[config.mk]
export PLATFORM = sky130hd
export DESIGN_NAME = pc_fetch_sequencer
export DESIGN_NICKNAME = d
export VERILOG_FILES = /design/src/rtl/pc_fetch_sequencer.sv
export SDC_FILE = /design/constraint.sdc
export NUM_CORES = 1
export LEC_CHECK = 0
export CAP_MARGIN = 40
export CELL_PAD_IN_SITES_DETAIL_PLACEMENT = 1
export CELL_PAD_IN_SITES_GLOBAL_PLACEMENT = 1
export CORE_ASPECT_RATIO = 1.5
export CORE_MARGIN = 4
export CORE_UTILIZATION = 43
export DETAILED_ROUTE_END_ITERATION = 10
export DONT_BUFFER_PORTS = 1
export PLACE_DENSITY_LB_ADDON = 0.1
export SLEW_MARGIN = 10
export SYNTH_ARGS = -nofsm -noshare
export SYNTH_HDL_FRONTEND = slang
export SYNTH_SLANG_ARGS = --single-unit
[constraint.sdc]
create_clock -name clock -period 2.26 [get_ports clock]
set_input_delay 0.113 -clock clock [delete_from_list [all_inputs] [get_ports clock]]
set_output_delay 0.113 -clock clock [all_outputs]
set_load 0.005 [all_outputs]
[src/rtl/pc_fetch_sequencer.sv]
// -----------------------------------------------------------------------------
// pc_fetch_sequencer
//
// Multi-cycle instruction sequencer that owns the PC write enable. It fetches
// the instruction at the current PC over a request/acknowledge instruction
// memory port and latches it into the instruction register. It optionally
// waits on a data-memory handshake. It then retires the instruction by pulsing
// the PC and register-file write enables for one cycle.
//
// All control outputs are decoded from the state register only (Moore), so
// there is no combinational path from any input to any output.
//
// Parameters:
//   ADDR_W          width of PC / fetch address
//   TIMEOUT_CYCLES  consecutive ack-less wait cycles before FAULT (0 = never)
//
// Ports:
//   clock, reset      rising-edge clock, synchronous active-low reset
//   pc_value          current PC from the PC block
//   halt_req          stop after the current instruction
//   instr_is_mem      current instruction needs data memory (sampled in EXEC)
//   imem_req/addr     instruction fetch request (level) and registered address
//   imem_ack/rdata    single-cycle instruction return
//   instr_out/valid   instruction register and its valid flag
//   dmem_req/ack      data-memory request (level) and single-cycle completion
//   pc_in_en          PC write enable, one-cycle pulse at retire
//   reg_write_en      register-file write enable, coincident with pc_in_en
//   fault             sticky memory-timeout flag
//   state_out         current state encoding, for debug
//
// Optional build macro SEQ_PERF_COUNTERS_EN adds cycle_count and retired_count
// (32-bit, wrapping, cleared by reset).
// -----------------------------------------------------------------------------
module pc_fetch_sequencer #(
  parameter int unsigned ADDR_W         = 32,
  parameter int unsigned TIMEOUT_CYCLES = 255
) (
  input  logic              clock,
  input  logic              reset,
  input  logic [ADDR_W-1:0] pc_value,
  input  logic              halt_req,
  input  logic              instr_is_mem,
  output logic              imem_req,
  output logic [ADDR_W-1:0] imem_addr,
  input  logic              imem_ack,
  input  logic [31:0]       imem_rdata,
  output logic [31:0]       instr_out,
  output logic              instr_valid,
  output logic              dmem_req,
  input  logic              dmem_ack,
  output logic              pc_in_en,
  output logic              reg_write_en,
  output logic              fault,
  output logic [2:0]        state_out
`ifdef SEQ_PERF_COUNTERS_EN
  ,
  output logic [31:0]       cycle_count,
  output logic [31:0]       retired_count
`endif
);

  typedef enum logic [2:0] {
    S_IDLE   = 3'd0,
    S_FETCH  = 3'd1,
    S_WAIT_I = 3'd2,
    S_EXEC   = 3'd3,
    S_WAIT_D = 3'd4,
    S_RETIRE = 3'd5,
    S_HALT   = 3'd6,
    S_FAULT  = 3'd7
  } state_e;

  // Counter holds 0..TIMEOUT_CYCLES; keep at least one bit when disabled.
  localparam int unsigned CNT_W = (TIMEOUT_CYCLES > 0) ? $clog2(TIMEOUT_CYCLES + 1) : 1;
  localparam logic [CNT_W-1:0] CNT_MAX  = CNT_W'(TIMEOUT_CYCLES);
  // Count value seen on the last allowed wait cycle (counter starts at 0).
  localparam logic [CNT_W-1:0] CNT_LAST = CNT_W'((TIMEOUT_CYCLES > 0) ? TIMEOUT_CYCLES - 1 : 0);

  state_e              state_q, state_d;
  logic [ADDR_W-1:0]   imem_addr_q, imem_addr_d;
  logic [31:0]         instr_q, instr_d;
  logic [CNT_W-1:0]    cnt_q, cnt_d, cnt_inc;
  logic                timeout_hit;

  // Saturating increment of the consecutive-wait counter.
  assign cnt_inc     = (cnt_q == CNT_MAX) ? cnt_q : cnt_q + CNT_W'(1);
  assign timeout_hit = (TIMEOUT_CYCLES > 0) && (cnt_q >= CNT_LAST);

  // ---------------------------------------------------------------------------
  // State and datapath registers
  // ---------------------------------------------------------------------------
  always_ff @(posedge clock) begin
    // NOTE: sequential state uses non-blocking assignments so every flop
    // samples the pre-edge values, independent of statement order.
    if (!reset) begin
      state_q     <= S_IDLE;
      imem_addr_q <= '0;
      instr_q     <= '0;
      cnt_q       <= '0;
    end else begin
      state_q     <= state_d;
      imem_addr_q <= imem_addr_d;
      instr_q     <= instr_d;
      cnt_q       <= cnt_d;
    end
  end

  // ---------------------------------------------------------------------------
  // Next-state logic
  // ---------------------------------------------------------------------------
  always_comb begin
    // NOTE: default assignment first so no path leaves state_d unassigned,
    // which would otherwise infer a latch.
    state_d = state_q;
    case (state_q)
      S_IDLE:   state_d = halt_req ? S_HALT : S_FETCH;
      S_FETCH:  state_d = S_WAIT_I;
      S_WAIT_I: begin
        // An ack on the final allowed cycle takes priority over the timeout.
        if (imem_ack)         state_d = S_EXEC;
        else if (timeout_hit) state_d = S_FAULT;
      end
      S_EXEC:   state_d = instr_is_mem ? S_WAIT_D : S_RETIRE;
      S_WAIT_D: begin
        if (dmem_ack)         state_d = S_RETIRE;
        else if (timeout_hit) state_d = S_FAULT;
      end
      S_RETIRE: state_d = halt_req ? S_HALT : S_FETCH;
      S_HALT:   if (!halt_req) state_d = S_FETCH;
      S_FAULT:  state_d = S_FAULT;
      default:  state_d = S_IDLE;
    endcase
  end

  // ---------------------------------------------------------------------------
  // Datapath next values: fetch address, instruction register, wait counter
  // ---------------------------------------------------------------------------
  always_comb begin
    imem_addr_d = imem_addr_q;
    instr_d     = instr_q;
    cnt_d       = cnt_q;
    case (state_q)
      S_FETCH: begin
        imem_addr_d = pc_value;
        cnt_d       = '0;
      end
      S_WAIT_I: begin
        if (imem_ack) instr_d = imem_rdata;
        else          cnt_d   = cnt_inc;
      end
      S_EXEC:   cnt_d = '0;
      S_WAIT_D: if (!dmem_ack) cnt_d = cnt_inc;
      default: ;
    endcase
  end

  // ---------------------------------------------------------------------------
  // Moore output decode
  // ---------------------------------------------------------------------------
  always_comb begin
    imem_req     = 1'b0;
    dmem_req     = 1'b0;
    instr_valid  = 1'b0;
    pc_in_en     = 1'b0;
    reg_write_en = 1'b0;
    fault        = 1'b0;
    case (state_q)
      S_WAIT_I: imem_req = 1'b1;
      S_EXEC:   instr_valid = 1'b1;
      S_WAIT_D: begin
        dmem_req    = 1'b1;
        instr_valid = 1'b1;
      end
      S_RETIRE: begin
        instr_valid  = 1'b1;
        pc_in_en     = 1'b1;
        reg_write_en = 1'b1;
      end
      S_FAULT:  fault = 1'b1;
      default: ;
    endcase
  end

  assign imem_addr = imem_addr_q;
  assign instr_out = instr_q;
  assign state_out = state_q;

`ifdef SEQ_PERF_COUNTERS_EN
  // ---------------------------------------------------------------------------
  // Performance counters (wrap naturally at 32 bits)
  // ---------------------------------------------------------------------------
  logic [31:0] cycle_count_q, cycle_count_d;
  logic [31:0] retired_count_q, retired_count_d;

  always_comb begin
    cycle_count_d   = cycle_count_q + 32'd1;
    retired_count_d = retired_count_q + ((state_q == S_RETIRE) ? 32'd1 : 32'd0);
  end

  always_ff @(posedge clock) begin
    if (!reset) begin
      cycle_count_q   <= '0;
      retired_count_q <= '0;
    end else begin
      cycle_count_q   <= cycle_count_d;
      retired_count_q <= retired_count_d;
    end
  end

  assign cycle_count   = cycle_count_q;
  assign retired_count = retired_count_q;
`endif

endmodule

==> impl_metrics.yaml, run 1 <==
run_status:
  outcome: "finished, final reports clean"
routing:
  dr_wl_met2_um: 4680
  drt_first_pass_iters: 4
  dr_wl_met3_um: 835
  wl_um: 9030
  wl_met1_um: 3300
  routed.top_layer: "met4"
  detail_route.iter0.violations: 119
  wl_per_cell_um: 17.3
  post_drt_via_cell_ratio: 5.37
  drc: 0
  vias: 2796
  ant_nets: 0
placed_design:
  gp_congestion: 0.795
  port_buffers: 0
  dp_hpwl_um: 5510
floorplanning:
  initial_core_util_pct: 44.9
  fp.dieH_um: 110
  dieArea_um2: 8330
  die_w_um: 75.9
  num_rows: 36
  pin_count: 143
  fp.coreArea_um2: 6620
setup_path:
  path_class: "reg2reg"
  reg2reg_to: "cnt_q[7]"
  reg2reg_from: "state_out[1]"
  cp_slowest_cell: "dfxtp_1"
  cp.arrival_ns: 2.24
  critPathLaunchType: "flip-flop"
  cp-startpoint: "state_out[1]"
  crit_chain: "nor3b_2, o32ai_2, or4b_1, a21oi_1"
  cp-end-kind: "flip-flop"
  max_stage_delay_ns: 0.64
  reg2reg_slack_ns: 0.30
  critPathCapture: "cnt_q[7]"
  cp.required_ns: 2.54
  ff2ff_path_depth: 4
  path_max_fanout: 14
sta:
  hold_viol: 0
  skew_ns: 0.00815
  setup_viol: 0
  fin_tns_setup_ns: 0
  max_freq_mhz: 511
  tightest_slew_ns: 0.695
  whs_ns: 0.0313
  rsz0062_at_grt: "no"
  finalCritPeriodShare_pct: 86.6
  relSlewSlack_pct: 53.6
  slew_viol_final: 0
  fin_crit_ns: 1.96
synthesis:
  syn_avg_cell_area_um2: 7.82
  synth_area_um2: 2970
  synth_area_leader_cell: "dfxtp_1"
  synth_edf_count: 0
  syn-instance-count: 380
  synth_ff_type: "dfxtp_1"
  synth_seq_area_share_pct: 50.5
  synth_top_area_share_pct: 50.5
  synth_area_leaders: "dfxtp_1 51%, nand2_1 18%, a21oi_1 12%"
  ys_warn_count: 0
  ys_ff_latch: 75
  syn-num-nets: 452
  synth_cell_types: 42
  async_reset_ff_share_pct: 0
grt:
  antenna_found_initial: 0
  grt_start_max_net_pins: 39
  grt_overflow: 0
  track_usage_pct: 21.9
  grt_pass1_vias: 2905
  grt_first_pass_wirelength_um: 13900
power:
  ir_drop_v: 0.000634
  power_density_nw_per_um2: 981
  p_leak_nw: 1.36
cts:
  htreeDepth: 3
  clkTransAtPathRegs_ns: 0.08
  cts.sink_count: 75
  clockBufferDepth: 2
  insertion_delay_ns: 0.35
  cts_tree: "done"
  cts_setup_buffers: 0
  root_buffer: "clkbuf_8"
  cts_made_buffers: 9
cells_and_area:
  fin_nets: 511
  n_fill_cell: 788
  final_common_cell: "nand2_1"
  final_cell_mix: "140 x nand2_1, 75 x dfxtp_1, 73 x a21oi_1"
  drive_above_1_share_pct: 7.43
  area_growth_pct: 31.5
min_path:
  hold_path.class: "in2reg"
flow_run:
  drv_cap: 0
==> metal layers <==
metal / global-route usage (%) / vias up
li1: - / 1382
met1: 23.5 / 1280
met2: 37.2 / 114
met3: 7.41 / 20
met4: 10.9 / 0
met5: 0 / -
==> cells by family (layout without fill, tap and decap cells) <==
logic type / after synthesis / after routing / share of synthesized area, %
AOI/OAI and AO/OA: 97 / 97 / 18.5
adders and majority gates: 2 / 2 / 0.842
buffers and inverters: 32 / 96 / 4.72
DFF: 75 / 75 / 50.5
muxes: 1 / 1 / 0.337
other: 0 / 1 / 0
and+or+nand+nor: 173 / 173 / 25.1
==> critical path, delay by kind of cell (launching register included) <==
| family | cells | cell delay (ns) |
|---|---|---|
| and+or+nand+nor | 2 | 0.89 |
| DFF | 1 | 0.64 |
| AOI/OAI and AO/OA | 2 | 0.36 |
==> state kept, by name, summed over array words and instances, names as in the netlist <==
signal     flops
imem_addr     32
instr_out     32
cnt_q          8
state_out      3
==> worst min path at each step <==
stage / startpoint / end / slack, ns / cells past startpoint
2_1_floorplan: pc_value[0] / imem_addr[0] / 0.25 / 2
3_3_place_gp: pc_value[4] / imem_addr[4] / 0.25 / 2
3_5_place_dp: pc_value[19] / imem_addr[19] / 0.26 / 2
4_1_cts: imem_ack / state_out[2] / 0.02 / 2
5_1_grt: imem_ack / state_out[2] / 0.04 / 2
6_report: imem_ack / state_out[2] / 0.03 / 2
==> power by group <==
part	switching, mW	internal [mW]	leakage [nW]
Sequential	0.205	1.52	0.609
Combinational	0.573	0.388	0.642
Clock	0.517	0.626	0.111
==> synthesized netlist by cell type (all sizes together), types with 3 or more instances <==
cell / count
clkbuf: 18
inv: 5
nand2: 140
nor2: 9
buf: 9
dfxtp: 75
o21ai: 7
nand3: 3
a21oi: 73
==> metrics by stage <==
| step | util, % | cells | setup slack (ns) | cell area (um^2) | power (mW) |
|---|---|---|---|---|---|
| 4_1_cts | 58.9 | 520 | 0.317 | 3900 | 3.86 |
| 3_3_place_gp | 45.7 | 438 | 0.452 | 3030 | 2.59 |
| 5_1_grt | 58.9 | 520 | 0.181 | 3900 | 4.10 |
| 3_5_place_dp | 45.7 | 438 | 0.373 | 3030 | 2.62 |
| 2_1_floorplan | - | 380 | 0.646 | 2970 | 2.39 |
| 6_report | 59.0 | 521 | 0.302 | 3910 | 3.83 |
==> what timing repair did <==
action | CTS | global route
endpoints found under the hold margin | 67 | 0
resized for setup | 0 | 0
hold buffers | 66 | 0
==> cell type report <==
cell class                 instances  area, um^2  area share [%]
clock inverter                     6        87.6            2.24
clock buffer                      10         128            3.27
sequential                        75        1500            38.4
tap                               76        95.1            2.44
multi-input combinational        273        1330            34.1
antenna                            1        2.50          0.0641
timing repair buffer              75         741            19.0
inverter                           5        18.8           0.481
Note: power is estimated with default switching activity, not from simulation.
==> inputs of run 2 (changes only) <==
GPL_TIMING_DRIVEN = 0   (was unset)
==> run 2 against run 1 <==
Net effect: sequential power is essentially flat; highest routed layer unchanged; clock power grew 6%; via count grew 6.0%; count of clock-buffer cells in the layout grew 3; critical path type unchanged; critical path depth grew 3; sequential cell count is the same; final area grew 1.2%; maximum frequency grew 0.75%; global-route usage grew 2.7 points; worst hold slack lost 0.0097 ns.
==> impl_metrics.yaml, run 2 (synthesis results as in run 1) <==
cells_and_area:
  drive_above_1_share_pct: 6.72
  final_common_cell: "nand2_1"
  final_cell_mix: "140 x nand2_1, 75 x dfxtp_1, 73 x a21oi_1"
  antennaDiodeCount: 0
  fin_nets: 528
  postLayoutCellArea_um2: 3950
  area_growth_pct: 33.1
sta:
  max_freq_mhz: 515
  hold_viol: 0
  skew_ns: 0.00626
  setup_slack_ns: 0.317
  fin_crit_ns: 1.94
  slew_viol_final: 0
  setup_viol: 0
  tightest_slew_ns: 0.576
  fin_tns_setup_ns: 0
  rsz0062_at_grt: "no"
  relSlewSlack_pct: 61.4
  finalCritPeriodShare_pct: 86.0
floorplanning:
  die_w_um: 75.9
  fp.dieH_um: 110
  fp.coreArea_um2: 6620
  num_rows: 36
  pin_count: 143
  dieArea_um2: 8330
  initial_core_util_pct: 44.9
power:
  power.internal_mw: 2.62
  switchingPower_mw: 1.32
  power_mw: 3.95
  combPwrFrac_pct: 26.2
  p_seq_share_pct: 43.1
  p_leak_nw: 1.39
  power_density_nw_per_um2: 998
  ir_drop_v: 0.000514
  pwr-share-clk_pct: 30.6
  switching_share_pct: 33.5
grt:
  grtUsageMet1_pct: 25.1
  antenna_found_initial: 0
  grt_first_pass_wirelength_um: 15500
  grt_overflow: 0
  grtUsageMet2_pct: 43.6
  track_usage_pct: 24.6
  use_met3_pct: 8.78
  gr-max-usage-layer: "met2"
  grt_pass1_vias: 3240
  grt_start_max_net_pins: 13
setup_path:
  cp.arrival_ns: 2.16
  path_class: "reg2reg"
  critPathLaunchType: "flip-flop"
  max_stage_delay_ns: 0.34
  crit_chain: "buf_2, or2_2, or2_2, clkbuf_1, clkbuf_1, nand2_1, a21oi_1"
  path_max_fanout: 10
  cp.required_ns: 2.47
  cp_slowest_cell: "or2_2"
  cp-end-kind: "flip-flop"
placed_design:
  dpl_worst_slack_ns: 0.367
  dp_hpwl_um: 6170
  gp_congestion: 0.790
  place_area_um2: 3070
  port_buffers: 0
cts:
  cts_setup_buffers: 0
  insertion_delay_ns: 0.35
  cts_resized: 0
  root_buffer: "clkbuf_8"
  htreeDepth: 3
  hold_buffers: 65
  clockBufferDepth: 2
  clkTransAtPathRegs_ns: 0.07
  cts.sink_count: 75
  cts_made_buffers: 9
  cts_tree: "done"
routing:
  ant_nets: 0
  wl_um: 9990
  post_drt_via_cell_ratio: 5.52
  wl_per_cell_um: 18.6
  drt_first_pass_iters: 4
  detail_route.iter0.violations: 85
  vias: 2965
  drc: 0
min_path:
  hold_path.class: "in2reg"
flow_run:
  drv_cap: 0
run_status:
  outcome: "finished, final reports clean"
[run 2: changes by cell type in the layout (fill, tap and decap cells not counted), sizes merged]
cell	change
dlygate4sd3	-1
clkbuf	+21
clkinv	-1
inv	-2
diode	-1
[run 2: layout make-up]
cell class              instances  area (um^2)
fillers                       799         2670
flip-flops and latches         75         1500
multi-input cells             273         1330
repair buffers                 65          651
clock buffers                  13          169
plain buffers                  27          121
well taps                      76         95.1
clock inverters                 3         68.8
inverters                       5         18.8
[run 2: layer usage]
metal  vias to the layer above  share of wire (%)
met1                      1413                 35
met2                       116                 53
met3                        24                9.3
met4                         0                2.4
li1                       1412                  -
met5                         -                  0
[run 2: stage by stage]
stage | util, % | hold WS, ns | std cells
2_1_floorplan | - | 0.249 | 380
3_3_place_gp | 46.3 | 0.250 | 456
3_5_place_dp | 46.3 | 0.257 | 456
4_1_cts | 59.7 | 0.00218 | 537
5_1_grt | 59.7 | 0.00632 | 537
6_report | 59.7 | 0.0216 | 537
[run 2: power groups by stage]
stage	logic, mW	clock network [mW]	registers (mW)
6_report	1.03	1.21	1.70
5_1_grt	1.17	1.29	1.73
4_1_cts	1.01	1.24	1.70
3_5_place_dp	0.912	0	1.73
3_3_place_gp	0.880	0	1.73
2_1_floorplan	0.713	0	1.68
[run 2: worst max-delay path, delay by kind of cell (launching register included)]
family / cells / cell delay (ns)
compound gates: 1 / 0.08
flops: 1 / 0.33
simple gates: 3 / 0.78
buf+inv: 3 / 0.62
[run 2: path summary, 6_finish.rpt]
kind	from	endpoint	slack (ns)	cells past startpoint
setup reg to reg	state_out[2]	imem_addr[14]	0.32	7
hold reg to reg	imem_addr[6]	imem_addr[6]	0.48	2
hold / removal	imem_ack	state_out[2]	0.02	2
setup / recovery	state_out[2]	imem_addr[14]	0.32	7
==> inputs of run 3 (changes only) <==
--- a/config.mk
+++ b/config.mk
@@ -12,4 +12,5 @@
 export CORE_MARGIN = 4
 export CORE_UTILIZATION = 43
+export CTS_CLUSTER_SIZE = 25
 export DETAILED_ROUTE_END_ITERATION = 10
 export DONT_BUFFER_PORTS = 1
==> constraint.sdc (replaced) <==
create_clock -name clock -period 2.26 [get_ports clock]
set_input_delay 0.226 -clock clock [delete_from_list [all_inputs] [get_ports clock]]
set_output_delay 0.226 -clock clock [all_outputs]
set_load 0.005 [all_outputs]
==> run 3 against run 2 <==
Net effect: global-route usage down 3.1 points; non-clock buffer count is 22 lower; register-to-register slack improved by 0.05 ns; die area stayed put; clock skew is 0.00079 ns lower; final area decreased by 5.6%; maximum frequency up 0.67%; combinational power down 5%; utilization shrank 3.3 points; count of clock-buffer cells in the layout unchanged; sequential cell count is the same; largest power group unchanged.
==> impl_metrics.yaml, run 3 (synthesis results as in run 1) <==
floorplanning:
  fp.coreArea_um2: 6620
  initial_core_util_pct: 44.9
  fp.dieH_um: 110
  pin_count: 143
  die_w_um: 75.9
  dieArea_um2: 8330
  num_rows: 36
cells_and_area:
  area_growth_pct: 25.7
  postLayoutCellArea_um2: 3730
  final_cell_mix: "140 x nand2_1, 75 x dfxtp_1, 73 x a21oi_1"
  fin_nets: 506
  final_common_cell: "nand2_1"
  n_fill_cell: 798
  antennaDiodeCount: 0
  drive_above_1_share_pct: 7.06
cts:
  cts_tree: "done"
  clkTransAtPathRegs_ns: 0.08
  cts.sink_count: 75
  clockBufferDepth: 2
  root_buffer: "clkbuf_8"
  insertion_delay_ns: 0.34
  htreeDepth: 3
  cts_made_buffers: 9
setup_path:
  cp-startpoint: "state_out[2]"
  cp.required_ns: 2.03
  ff2ff_path_depth: 7
  path_max_fanout: 10
  critPathCapture: "reg_write_en"
  cp.arrival_ns: 1.70
  critPathLaunchType: "flip-flop"
  reg2reg_slack_ns: 0.37
  reg2reg_to: "imem_addr[12]"
  path_class: "reg2out"
  cp-end-kind: "output pin"
  reg2reg_from: "state_out[2]"
placed_design:
  dp_hpwl_um: 6170
  gp_congestion: 0.790
  place_area_um2: 3070
  port_buffers: 0
routing:
  dr_wl_met2_um: 4630
  wl_met1_um: 3180
  dr_wl_met3_um: 898
  ant_nets: 0
  routed.top_layer: "met4"
  drt_first_pass_iters: 4
  post_drt_via_cell_ratio: 5.48
  wl_per_cell_um: 17.4
  wl_um: 8960
  detail_route.iter0.violations: 92
  vias: 2824
  drc: 0
sta:
  relSlewSlack_pct: 61.4
  setup_viol: 0
  tightest_slew_ns: 0.575
  max_freq_mhz: 518
  finalCritPeriodShare_pct: 85.4
  hold_viol: 0
  skew_ns: 0.00547
  rsz0062_at_grt: "no"
  fin_crit_ns: 1.93
  slew_viol_final: 0
  fin_tns_setup_ns: 0
grt:
  grt_first_pass_wirelength_um: 13500
  grt_overflow: 0
  track_usage_pct: 21.5
  antenna_found_initial: 0
  grt_pass1_vias: 2907
  grt_start_max_net_pins: 13
run_status:
  outcome: "finished, final reports clean"
power:
  ir_drop_v: 0.000529
  power_density_nw_per_um2: 1040
  p_leak_nw: 1.30
min_path:
  hold_path.class: "in2reg"
flow_run:
  drv_cap: 0
[run 3: cell types whose count changed in the layout (fill, tap and decap cells not counted), sizes merged]
| cell | previous run | this run |
|---|---|---|
| dlygate4sd3 | 65 | 43 |
[run 3: worst min path at each step]
stage	startpoint	to	slack [ns]	depth (start not counted)
final	imem_rdata[1]	instr_out[1]	0.02	2
after global routing	imem_rdata[29]	instr_out[29]	0.005	2
after CTS	pc_value[25]	imem_addr[25]	0.0003	2
after detailed placement	imem_rdata[7]	instr_out[7]	0.37	2
after global placement	pc_value[29]	imem_addr[29]	0.36	2
after floorplan	pc_value[0]	imem_addr[0]	0.36	2
[run 3: through the flow]
| step | setup WS (ns) | instances | hold slack (ns) | util [%] | total power [mW] |
|---|---|---|---|---|---|
| 2_1_floorplan | 0.646 | 380 | 0.362 | - | 2.39 |
| 3_3_place_gp | 0.405 | 456 | 0.363 | 46.3 | 2.61 |
| 3_5_place_dp | 0.367 | 456 | 0.370 | 46.3 | 2.64 |
| 4_1_cts | 0.285 | 514 | 0.000258 | 56.2 | 3.91 |
| 5_1_grt | 0.135 | 515 | 0.00495 | 56.4 | 4.12 |
| 6_report | 0.330 | 515 | 0.0156 | 56.4 | 3.88 |
[run 3: power by group]
group          total (mW)  switching [mW]  internal (mW)
registers            1.70           0.175           1.52
logic               0.976           0.613          0.363
clock network        1.21           0.492          0.715
[run 3: cell type report]
| type | count | area [um^2] | share of cell area [%] |
|---|---|---|---|
| multi-input cells | 273 | 1330 | 35.6 |
| clock buffers | 13 | 169 | 4.52 |
| plain buffers | 27 | 121 | 3.25 |
| well taps | 76 | 95.1 | 2.55 |
| inverters | 5 | 18.8 | 0.503 |
| flip-flops and latches | 75 | 1500 | 40.2 |
| clock inverters | 3 | 68.8 | 1.84 |
| repair buffers | 43 | 430 | 11.5 |
[run 3: routing by layer]
metal / vias to the layer above / global-route usage (%)
met2: 114 / 37.9
met3: 21 / 8.23
li1: 1365 / -
met1: 1324 / 21.6
met5: - / 0
met4: 0 / 9.63
[run 3: worst max-delay path: stages (launching register included)]
cell,delay (ns)
dfxtp_1,0.35
buf_2,0.23
clkbuf_1,0.36
nand2_1,0.09
nor2_1,0.19
buf_4,0.15
[run 3: what timing repair did]
action	in CTS	in global routing
gates resized for setup	0	0
setup buffers	0	0
hold buffers	42	1
setup endpoints to repair	0	0
endpoints found under the hold margin	42	1
